<file path="src/rtl/reqack_mon_pkg.sv">
// Shared types, widths and helpers for the request/acknowledge protocol monitor.
package reqack_mon_pkg;

    localparam int unsigned ERR_CODE_W = 3;
    localparam int unsigned MAX_CH     = 32;
    localparam int unsigned POP_W      = 6;   // holds a popcount of up to MAX_CH bits

    typedef enum logic [1:0] {
        ST_IDLE      = 2'd0,
        ST_WAIT_ACK  = 2'd1,
        ST_DATA      = 2'd2,
        ST_WAIT_DONE = 2'd3
    } ch_state_e;

    typedef enum logic [ERR_CODE_W-1:0] {
        ERR_NONE         = 3'd0,
        ERR_ACK_TIMEOUT  = 3'd1,
        ERR_DATA_MISSING = 3'd2,
        ERR_DONE_TIMEOUT = 3'd3,
        ERR_SPURIOUS     = 3'd4
    } err_code_e;

    // Bits needed for a counter running 0..n-1 (never less than one bit).
    function automatic int unsigned cnt_w(input int unsigned n);
        return (n <= 1) ? 1 : $clog2(n);
    endfunction

    // One counter is shared by the ack-latency, beat and done-latency phases.
    function automatic int unsigned phase_cnt_w(input int unsigned ack_lat,
                                                input int unsigned beats,
                                                input int unsigned done_lat);
        int unsigned w;
        w = cnt_w(ack_lat);
        if (cnt_w(beats) > w)    w = cnt_w(beats);
        if (cnt_w(done_lat) > w) w = cnt_w(done_lat);
        return w;
    endfunction

    // Number of set bits in a channel vector.
    function automatic logic [POP_W-1:0] popcount(input logic [MAX_CH-1:0] v);
        logic [POP_W-1:0] n;
        n = '0;
        for (int i = 0; i < MAX_CH; i++) begin
            n = n + POP_W'(v[i]);
        end
        return n;
    endfunction

endpackage

</file>
<file path="src/rtl/reqack_mon_ch.sv">
// One channel of the request/acknowledge monitor: phase FSM, shared phase
// counter and registered error / completion pulses.
// With REQACK_PROTOCOL_MONITOR_ASSERT_EN defined, an SVA property and a cover
// on good completions are added; outputs are the same in both builds.
module reqack_mon_ch
    import reqack_mon_pkg::*;
#(
    parameter int unsigned MAX_ACK_LAT  = 1,
    parameter int unsigned DATA_BEATS   = 1,
    parameter int unsigned MAX_DONE_LAT = 1
) (
    input  logic                  clk,
    input  logic                  rst_n,
    input  logic                  request,
    input  logic                  acknowledge,
    input  logic                  data_enable,
    input  logic                  done,
    output logic                  busy,
    output logic                  err_valid,
    output logic [ERR_CODE_W-1:0] err_code,
    output logic                  txn_done,
    output logic                  err_c,
    output logic                  txn_c
);

    localparam int unsigned CNT_W = phase_cnt_w(MAX_ACK_LAT, DATA_BEATS, MAX_DONE_LAT);
    localparam logic [CNT_W-1:0] ACK_LAST  = CNT_W'(MAX_ACK_LAT - 1);
    localparam logic [CNT_W-1:0] BEAT_LAST = CNT_W'(DATA_BEATS - 1);
    localparam logic [CNT_W-1:0] DONE_LAST = CNT_W'(MAX_DONE_LAT - 1);

    ch_state_e        state_q, state_d;
    logic [CNT_W-1:0] cnt_q, cnt_d;
    err_code_e        code_c;

    // Next state, counter and per-edge error / completion detection.
    always_comb begin
        state_d = state_q;
        cnt_d   = cnt_q;
        code_c  = ERR_NONE;
        txn_c   = 1'b0;
        case (state_q)
            ST_IDLE: begin
                if (acknowledge || data_enable || done) begin
                    code_c = ERR_SPURIOUS;
                end
                if (request) begin
                    state_d = ST_WAIT_ACK;
                    cnt_d   = '0;
                end
            end
            ST_WAIT_ACK: begin
                if (acknowledge) begin
                    state_d = ST_DATA;
                    cnt_d   = '0;
                end else if (cnt_q == ACK_LAST) begin
                    code_c  = ERR_ACK_TIMEOUT;
                    state_d = ST_IDLE;
                end else begin
                    cnt_d = cnt_q + CNT_W'(1);
                end
            end
            ST_DATA: begin
                if (!data_enable) begin
                    code_c  = ERR_DATA_MISSING;
                    state_d = ST_IDLE;
                end else if (cnt_q == BEAT_LAST) begin
                    state_d = ST_WAIT_DONE;
                    cnt_d   = '0;
                end else begin
                    cnt_d = cnt_q + CNT_W'(1);
                end
            end
            ST_WAIT_DONE: begin
                if (done) begin
                    txn_c   = 1'b1;
                    state_d = ST_IDLE;
                end else if (cnt_q == DONE_LAST) begin
                    code_c  = ERR_DONE_TIMEOUT;
                    state_d = ST_IDLE;
                end else begin
                    cnt_d = cnt_q + CNT_W'(1);
                end
            end
            default: state_d = ST_IDLE;
        endcase
    end

    assign err_c = (code_c != ERR_NONE);

    // State register and registered status pulses; reset reports nothing.
    always_ff @(posedge clk) begin
        if (!rst_n) begin
            state_q   <= ST_IDLE;
            cnt_q     <= '0;
            busy      <= 1'b0;
            err_valid <= 1'b0;
            err_code  <= ERR_NONE;
            txn_done  <= 1'b0;
        end else begin
            state_q   <= state_d;
            cnt_q     <= cnt_d;
            busy      <= (state_d != ST_IDLE);
            err_valid <= err_c;
            err_code  <= code_c;
            txn_done  <= txn_c;
        end
    end

`ifdef REQACK_PROTOCOL_MONITOR_ASSERT_EN
    // Full handshake expected from every accepted request.
    property p_handshake;
        @(posedge clk) disable iff (!rst_n)
            (state_q == ST_IDLE && request) |->
                ##[1:MAX_ACK_LAT] acknowledge ##1 data_enable [*DATA_BEATS]
                ##[1:MAX_DONE_LAT] done;
    endproperty

    a_handshake: assert property (p_handshake)
        else $error("%m: handshake violation");

    a_no_error: assert property (@(posedge clk) disable iff (!rst_n) !err_c)
        else $error("%m: protocol error code %0d", code_c);

    c_good_txn: cover property (@(posedge clk) disable iff (!rst_n) txn_c);
`endif

endmodule

</file>
<file path="src/rtl/reqack_protocol_monitor.sv">
// Multi-channel passive request/acknowledge/data_enable/done protocol monitor.
// Optional macro REQACK_PROTOCOL_MONITOR_ASSERT_EN adds per-channel SVA checks.
module reqack_protocol_monitor
    import reqack_mon_pkg::*;
#(
    parameter int unsigned NUM_CH       = 4,
    parameter int unsigned MAX_ACK_LAT  = 1,
    parameter int unsigned DATA_BEATS   = 1,
    parameter int unsigned MAX_DONE_LAT = 1,
    parameter int unsigned ERR_CNT_W    = 8,
    parameter int unsigned TXN_CNT_W    = 16
) (
    input  logic                         clk,
    input  logic                         rst_n,
    input  logic [NUM_CH-1:0]            request,
    input  logic [NUM_CH-1:0]            acknowledge,
    input  logic [NUM_CH-1:0]            data_enable,
    input  logic [NUM_CH-1:0]            done,
    input  logic                         clr_err,
    output logic [NUM_CH-1:0]            busy,
    output logic [NUM_CH-1:0]            err_valid,
    output logic [NUM_CH*ERR_CODE_W-1:0] err_code,
    output logic [ERR_CNT_W-1:0]         err_count,
    output logic [NUM_CH-1:0]            txn_done,
    output logic [TXN_CNT_W-1:0]         txn_count
);

    // Elaboration-time parameter legality.
    if (NUM_CH < 1 || NUM_CH > MAX_CH) begin : g_bad_num_ch
        $error("reqack_protocol_monitor: NUM_CH=%0d outside 1..32", NUM_CH);
    end
    if (MAX_ACK_LAT < 1) begin : g_bad_ack_lat
        $error("reqack_protocol_monitor: MAX_ACK_LAT must be >= 1");
    end
    if (DATA_BEATS < 1) begin : g_bad_beats
        $error("reqack_protocol_monitor: DATA_BEATS must be >= 1");
    end
    if (MAX_DONE_LAT < 1) begin : g_bad_done_lat
        $error("reqack_protocol_monitor: MAX_DONE_LAT must be >= 1");
    end
    if (ERR_CNT_W < 1 || TXN_CNT_W < 1) begin : g_bad_cnt_w
        $error("reqack_protocol_monitor: counter widths must be >= 1");
    end

    localparam int unsigned ERR_SUM_W = ERR_CNT_W + POP_W;
    localparam logic [ERR_SUM_W-1:0] ERR_MAX = ERR_SUM_W'({ERR_CNT_W{1'b1}});

    logic [NUM_CH-1:0]    err_c;
    logic [NUM_CH-1:0]    txn_c;
    logic [POP_W-1:0]     err_pop_c;
    logic [POP_W-1:0]     txn_pop_c;
    logic [ERR_CNT_W-1:0] err_base_c;
    logic [ERR_SUM_W-1:0] err_sum_c;

    for (genvar i = 0; i < NUM_CH; i++) begin : g_ch
        reqack_mon_ch #(
            .MAX_ACK_LAT  (MAX_ACK_LAT),
            .DATA_BEATS   (DATA_BEATS),
            .MAX_DONE_LAT (MAX_DONE_LAT)
        ) u_ch (
            .clk         (clk),
            .rst_n       (rst_n),
            .request     (request[i]),
            .acknowledge (acknowledge[i]),
            .data_enable (data_enable[i]),
            .done        (done[i]),
            .busy        (busy[i]),
            .err_valid   (err_valid[i]),
            .err_code    (err_code[i*ERR_CODE_W +: ERR_CODE_W]),
            .txn_done    (txn_done[i]),
            .err_c       (err_c[i]),
            .txn_c       (txn_c[i])
        );
    end

    // Per-edge event counts; a clear drops the old total before adding.
    always_comb begin
        err_pop_c  = popcount(MAX_CH'(err_c));
        txn_pop_c  = popcount(MAX_CH'(txn_c));
        err_base_c = clr_err ? '0 : err_count;
        err_sum_c  = ERR_SUM_W'(err_base_c) + ERR_SUM_W'(err_pop_c);
    end

    // Saturating error total and wrapping completion total.
    always_ff @(posedge clk) begin
        if (!rst_n) begin
            err_count <= '0;
            txn_count <= '0;
        end else begin
            err_count <= (err_sum_c > ERR_MAX) ? '1 : err_sum_c[ERR_CNT_W-1:0];
            txn_count <= txn_count + TXN_CNT_W'(txn_pop_c);
        end
    end

endmodule

</file>
<file path="config.mk">
export PLATFORM = sky130hd
export DESIGN_NAME = reqack_protocol_monitor
export DESIGN_NICKNAME = d
export VERILOG_FILES = /design/src/rtl/reqack_mon_pkg.sv /design/src/rtl/reqack_mon_ch.sv /design/src/rtl/reqack_protocol_monitor.sv
export SDC_FILE = /design/constraint.sdc
export NUM_CORES = 1
export LEC_CHECK = 0
export BUFFER_PORTS_ARGS = -buffer_cell sky130_fd_sc_hd__buf_4
export CAP_MARGIN = 10
export CORE_UTILIZATION = 55
export DETAILED_ROUTE_END_ITERATION = 10
export PLACE_DENSITY = 0.83
export SYNTH_ARGS = -nofsm -noshare
export SYNTH_HDL_FRONTEND = slang
export SYNTH_SLANG_ARGS = --single-unit
</file>
<file path="constraint.sdc">
create_clock -name clk -period 5.9 [get_ports clk]
set_clock_uncertainty 0.1 [all_clocks]
set_input_delay 0.885 -clock clk [delete_from_list [all_inputs] [get_ports clk]]
set_output_delay 0.885 -clock clk [all_outputs]
set_load 0.005 [all_outputs]
</file>
Yosys cells after proc, flatten, opt, wreduce, memory -nomap -nowiden

Index checks and enable logic that the tools add are counted.

Bits in registers: 60
Output and inout bits: 48

Add/subtract/negate cells: 12
Magnitude comparators: 1
Equal/unequal tests: 24
Muxes and demuxes: 90
Reductions and logical operators: 24

Operator list:

| kind                                                | number |
|---|---|
| two-way mux 2 bit                                   | 32 |
| case mux 3 bit (4 select lines)                     | 4 |
| two-way mux 3 bit                                   | 12 |
| two-way mux 1 bit                                   | 32 |
| case mux 2 bit (4 select lines)                     | 4 |
| != test 2 bit (second input constant)               | 12 |
| adder 16 x 4 -> 16 bit                              | 1 |
| == test 2 bit (second input constant)               | 8 |
| two-way mux 8 bit                                   | 2 |
| case mux 1 bit (4 select lines)                     | 4 |
| AND reduction 3 bit                                 | 4 |
| nonzero test 3 bit                                  | 4 |
| adder 8 x 4 -> 9 bit                                | 1 |
| > comparator 9 x 8 -> 1 bit (second input constant) | 1 |
| adder 3 x 1 -> 4 bit                                | 2 |
| == test 2 x 1 -> 1 bit (second input constant)      | 4 |
| zero test 2 bit                                     | 4 |
| logical OR 1 bit                                    | 8 |
| nonzero test 2 bit                                  | 4 |
| adder 2 x 1 -> 3 bit                                | 2 |
| adder 1 bit (second input constant)                 | 4 |
| adder 1 x 1 -> 2 bit                                | 2 |

Longest topological paths before layout

Depth after elaboration: 11
Gate-level depth with buffers: 11
Depth with buffers taken out: 10

Hierarchy

A second synthesis with hierarchy kept.

Cells, all modules: 270
Area, all modules: 2606.2 um^2

Modules (own cells, without submodules):

| module                  | times used | cells each | area each (um^2) | seq. area each (um^2) |
|---|---|---|---|---|
| reqack_protocol_monitor | 1          | 130        | 1305.0           | 480.5 |
| reqack_mon_ch           | 4          | 35         | 325.3            | 160.2 |

Worst setup path before layout

OpenSTA, ideal clock, no wires.

Kind: in2reg
Start: in done[0]
End: reg err_count[5]
Setup time: 78 ps
Arrival time: 3126 ps
Data required time: 5722 ps
Path slack: 2596 ps
Stages: 10
Path through: nor4_1 a211oi_1 a21oi_1 fa_1 fa_1 inv_1 fa_1 nand4_1 and3_1 nor3_1

Cells in the longest elaborated chain, start to end: 10

RTL lines:

| what                              | RTL line                      | text |
|---|---|---|
| start, declared                   | reqack_protocol_monitor.sv:18 | `input logic [NUM_CH-1:0] done,` |
| logical OR 1 bit                  | reqack_mon_ch.sv:43           | `if (acknowledge \|\| data_enable \|\| done) begin` |
| two-way mux 3 bit                 | reqack_mon_ch.sv:43           |  |
| case mux 3 bit (4 select lines) * | reqack_mon_ch.sv:41           | `case (state_q)` |
| nonzero test 3 bit *              | reqack_mon_ch.sv:88           | `assign err_c = (code_c != ERR_NONE);` |
| adder 1 x 1 -> 2 bit *            | reqack_mon_pkg.sv:44          | `n = n + POP_W'(v[i]);` |
| adder 2 x 1 -> 3 bit *            | reqack_mon_pkg.sv:44          |  |
| adder 3 x 1 -> 4 bit *            | reqack_mon_pkg.sv:44          |  |
| adder 8 x 4 -> 9 bit *            | reqack_protocol_monitor.sv:81 | `err_sum_c = ERR_SUM_W'(err_base_c) + ERR_SUM_W'(err_pop_c);` |
| > comparator 9 x 8 -> 1 bit       | reqack_protocol_monitor.sv:90 | `err_count <= (err_sum_c > ERR_MAX) ? '1 : err_sum_c[ERR_CNT_W-1:0];` |
| two-way mux 8 bit *               | reqack_protocol_monitor.sv:90 |  |
| end signal, assigned              | reqack_protocol_monitor.sv:90 |  |
| end, declared                     | reqack_protocol_monitor.sv:23 | `output logic [ERR_CNT_W-1:0] err_count,` |

Every way passes the cells marked *; elsewhere a longest branch is shown, timed or not.
A chain may end at the register's enable or synchronous reset.

Worst setup path in the final report

Ends and elaborated chain as after synthesis.

==> results by group <==
Drt
  • Avg WL per Cell: 12.1 um
  • Routed via count: 1996
  • WL final: 4450 um
  • Drt pass-1 iters: 4
  • DRT antenna net count: 0
  • Via/cell ratio: 5.42
  • Starting DRT DRC Count: 77
  • Drt drc: 0

Final layout
  • Finished Core Util: 69.5%
  • Nets: 342
  • Area delta synth->final: 21.3%
  • Share of layout cells above drive strength 1: 27.5%
  • Diodes inserted: 0
  • # fillers: 345
  • Fin area: 3030 sq um

Placement
  • Post-DP HPWL: 3300 um
  • RePlAce Congestion: 0.826
  • Dpl cell area: 2920 sq um
  • Port Buf Inserts: 66
  • Setup WS pre-CTS: 2150 ps

Floorplanning
  • Initial Utilization: 57.3%
  • Area of the core: 4350 sq um
  • Die footprint: 4810 sq um
  • Die Y-Extent: 69.4 um
  • Chip width: 69.4 um
  • I/O pin count: 67
  • Std cell rows: 24

Timing
  • Minimum clock period: 3420 ps
  • RSZ-0062 raised after global routing: no
  • Period utilisation layout: 58.0%
  • Max-slew violations: 0
  • Relative slew slack: 53.8%
  • F_max: 292 MHz
  • Final setup fails: 0
  • Final hold violation count: 0
  • Worst slew pin tran: 692 ps
  • Setup tns final: 0 ps
  • Setup ws final: 2480 ps

Synth
  • Synthesis warning total: 0
  • Number of synthesized register bits: 56
  • Largest cells by area after synthesis: dfxtp_1 45%, fa_1 4.8%, nor2_1 3.9%
  • Sequential-to-total area share from yosys stat: 44.9%
  • Synthesized instance count: 266
  • Post-synthesis xor/xnor area fraction: 4.56%
  • Multiplexer share of the synthesized area: 3.61%
  • Compound-Gate Fraction of Synth Area: 7.32%
  • Dominant cell type by area after synthesis: dfxtp_1
  • Simple-gate share of the synthesized area: 26.8%
  • Post-Synth Adder-Cell Area: 5.81%
  • Mean Syn Cell Area: 9.38 sq um
  • Netlist cell types: 43
  • Cell Area, Synth: 2500 sq um
  • Main combinational cell family by area after synthesis: simple AND/OR/NAND/NOR gates
  • Synth top area share: 44.9%
  • Synth Net Count: 293

Power and ir drop
  • Pwr per Cell Area: 251 nW/um^2
  • Sequential power share: 54.0%
  • Peak VDD IR: 0.142 mV
  • Psw: 182 uW
  • Clock power share: 32.2%
  • Sw frac: 24.0%
  • Gate power share: 13.9%
  • Cell internal pwr: 577 uW
  • Leak Pwr: 1.30 nW

GRT
  • GRT Total Usage: 19.1%
  • Vias in the first global route: 1761
  • Largest net degree at the start of global routing: 25
  • First-pass GRT wire length: 7510 um
  • Initial antenna violation count: 0
  • GR Overflow Total: 0

Worst setup path
  • Reg-to-reg slack, setup: 2780 ps
  • Reg2reg path depth: 10
  • Critical path capture point: err_count[5]$_SDFF_PN0_
  • Worst path required time: 6030 ps
  • CP startpoint kind: input port
  • Crit end category: flip-flop
  • RR Endpoint: err_count[5]$_SDFF_PN0_
  • Critical path depth: 11
  • Worst path buffer plus inverter count: 2
  • Worst-path fanout max: 6
  • Top cell family by delay on the critical path: adder cells
  • Worst R2R Start: g_ch[0].u_ch.state_q[0]$_SDFF_PN0_
  • Crit path arrival time: 3550 ps
  • Crit-path cells: buf_4 > nor4_1 > a211oi_1 > a21oi_1 > fa_1 > fa_1 > inv_1 > fa_1 > nand4_1 > and3_1 > nor3_1
  • CP max stage delay: 470 ps
  • Slowest-stage cell, CP: fa_1
  • CP Class: in2reg
  • Critical path origin: done[0]
  • Cell repeated most along the worst path: fa_1

CTS
  • CTS Sinks: 56
  • Clock transition at path regs: 90 ps
  • TritonCTS clock tree: yes
  • Cts bufs inserted: 5
  • Hold-fix buffers, CTS: 0
  • Post-CTS Setup Bufs: 0
  • Gates resized, CTS repair: 0
  • Root Buffer: clkbuf_8
  • Clock Path Buffers: 2
  • Clock Latency Late Sink: 300 ps
  • H-tree depth: 2

Run
  • Max-Cap Viols: 0

Status
  • Outcome: completed

Worst hold path
  • Hold Path Class: reg2reg
## sequential cells by signal, indices dropped and copies added (netlist names)
register             count
g_ch.u_ch.state_q        8
g_ch.u_ch.busy           4
err_count                8
txn_count               16
g_ch.u_ch.err_code      12
g_ch.u_ch.txn_done       4
g_ch.u_ch.err_valid      4
## routing by layer
layer / wire (um) / track usage (%) / part of all wire (%) / vias up
met3: 254 / 4.22 / 5.7 / 9
met1: 2040 / 23.6 / 46 / 933
met4: 78 / 8.16 / 1.8 / 0
li1: - / - / - / 991
met5: 0 / 0 / 0 / -
met2: 2080 / 32.1 / 47 / 63
## synthesized netlist by cell type (all sizes together)
cell,n
a211oi,5
a21oi,15
a311oi,1
a31oi,2
and2,4
and2b,1
and3,10
and4,3
and4b,1
buf,16
clkbuf,8
dfxtp,56
fa,6
ha,2
inv,9
mux2i,9
nand2,14
nand2b,11
nand3,9
nand3b,2
nand4,6
nor2,28
nor2b,4
nor3,12
nor3b,1
nor4,6
nor4b,1
o211a,1
o21a,1
o21ai,4
o21bai,1
or2,3
or3,1
xnor2,7
xor2,6
## worst min path at each step
stage / to / cells after the start / startpoint
after floorplan: txn_count[15]$_SDFF_PN0_ / 2 / txn_count[15]$_SDFF_PN0_
after global placement: txn_count[15]$_SDFF_PN0_ / 2 / txn_count[15]$_SDFF_PN0_
after detailed placement: txn_count[15]$_SDFF_PN0_ / 2 / txn_count[15]$_SDFF_PN0_
after CTS: txn_count[15]$_SDFF_PN0_ / 2 / txn_count[15]$_SDFF_PN0_
after global routing: txn_count[15]$_SDFF_PN0_ / 2 / txn_count[15]$_SDFF_PN0_
final: txn_count[15]$_SDFF_PN0_ / 2 / txn_count[15]$_SDFF_PN0_
## logic make-up after synthesis
logic type / after synthesis
buffers and inverters: 33
XOR/XNOR: 13
adder cells (fa/ha/maj): 8
flip-flops: 56
multiplexers: 9
AO/OA/AOI/OAI: 30
AND/OR/NAND/NOR: 117
## metrics by stage
stage / hold slack [ps] / instances / power (mW)
floorplan: 362 / 266 / 0.480
global placement: 358 / 360 / 0.521
detailed placement: 369 / 360 / 0.523
CTS: 384 / 368 / 0.768
global route: 424 / 368 / 0.796
finish: 378 / 368 / 0.759
## power by group through the flow
stage	registers (mW)	logic, mW	clock network (mW)
2_1_floorplan	0.413	0.0670	0
3_3_place_gp	0.419	0.102	0
3_5_place_dp	0.419	0.105	0
4_1_cts	0.410	0.106	0.252
5_1_grt	0.412	0.117	0.266
6_report	0.410	0.105	0.244
## cells in the final DEF (no fill, tap or decap), drive strengths merged, types with 4 or more instances in the layout
cell type,count
nand3,9
and3,10
mux2i,9
nor4,6
a21oi,15
nand4,6
nand2,14
nand2b,11
nor2b,4
clkbuf,5
and2,4
nor3,12
nor2,28
fa,6
dfxtp,56
a211oi,5
xnor2,7
o21ai,4
xor2,6
buf,66
inv,9
## layout make-up
class / instances / area [sq um] / area share (%)
tap: 52 / 65.1 / 2.15
inverter: 9 / 33.8 / 1.12
timing repair buffer: 66 / 495 / 16.4
multi-input combinational: 177 / 1200 / 39.7
clock inverter: 3 / 42.5 / 1.40
clock buffer: 5 / 68.8 / 2.27
sequential: 56 / 1120 / 37.0
## tightest hold or removal path, cell delays in order (launching register included)
cell     delay (ps)
dfxtp_1         330
nand2_1          50
mux2i_1          50
No activity file was read; power rests on OpenSTA's default activity.
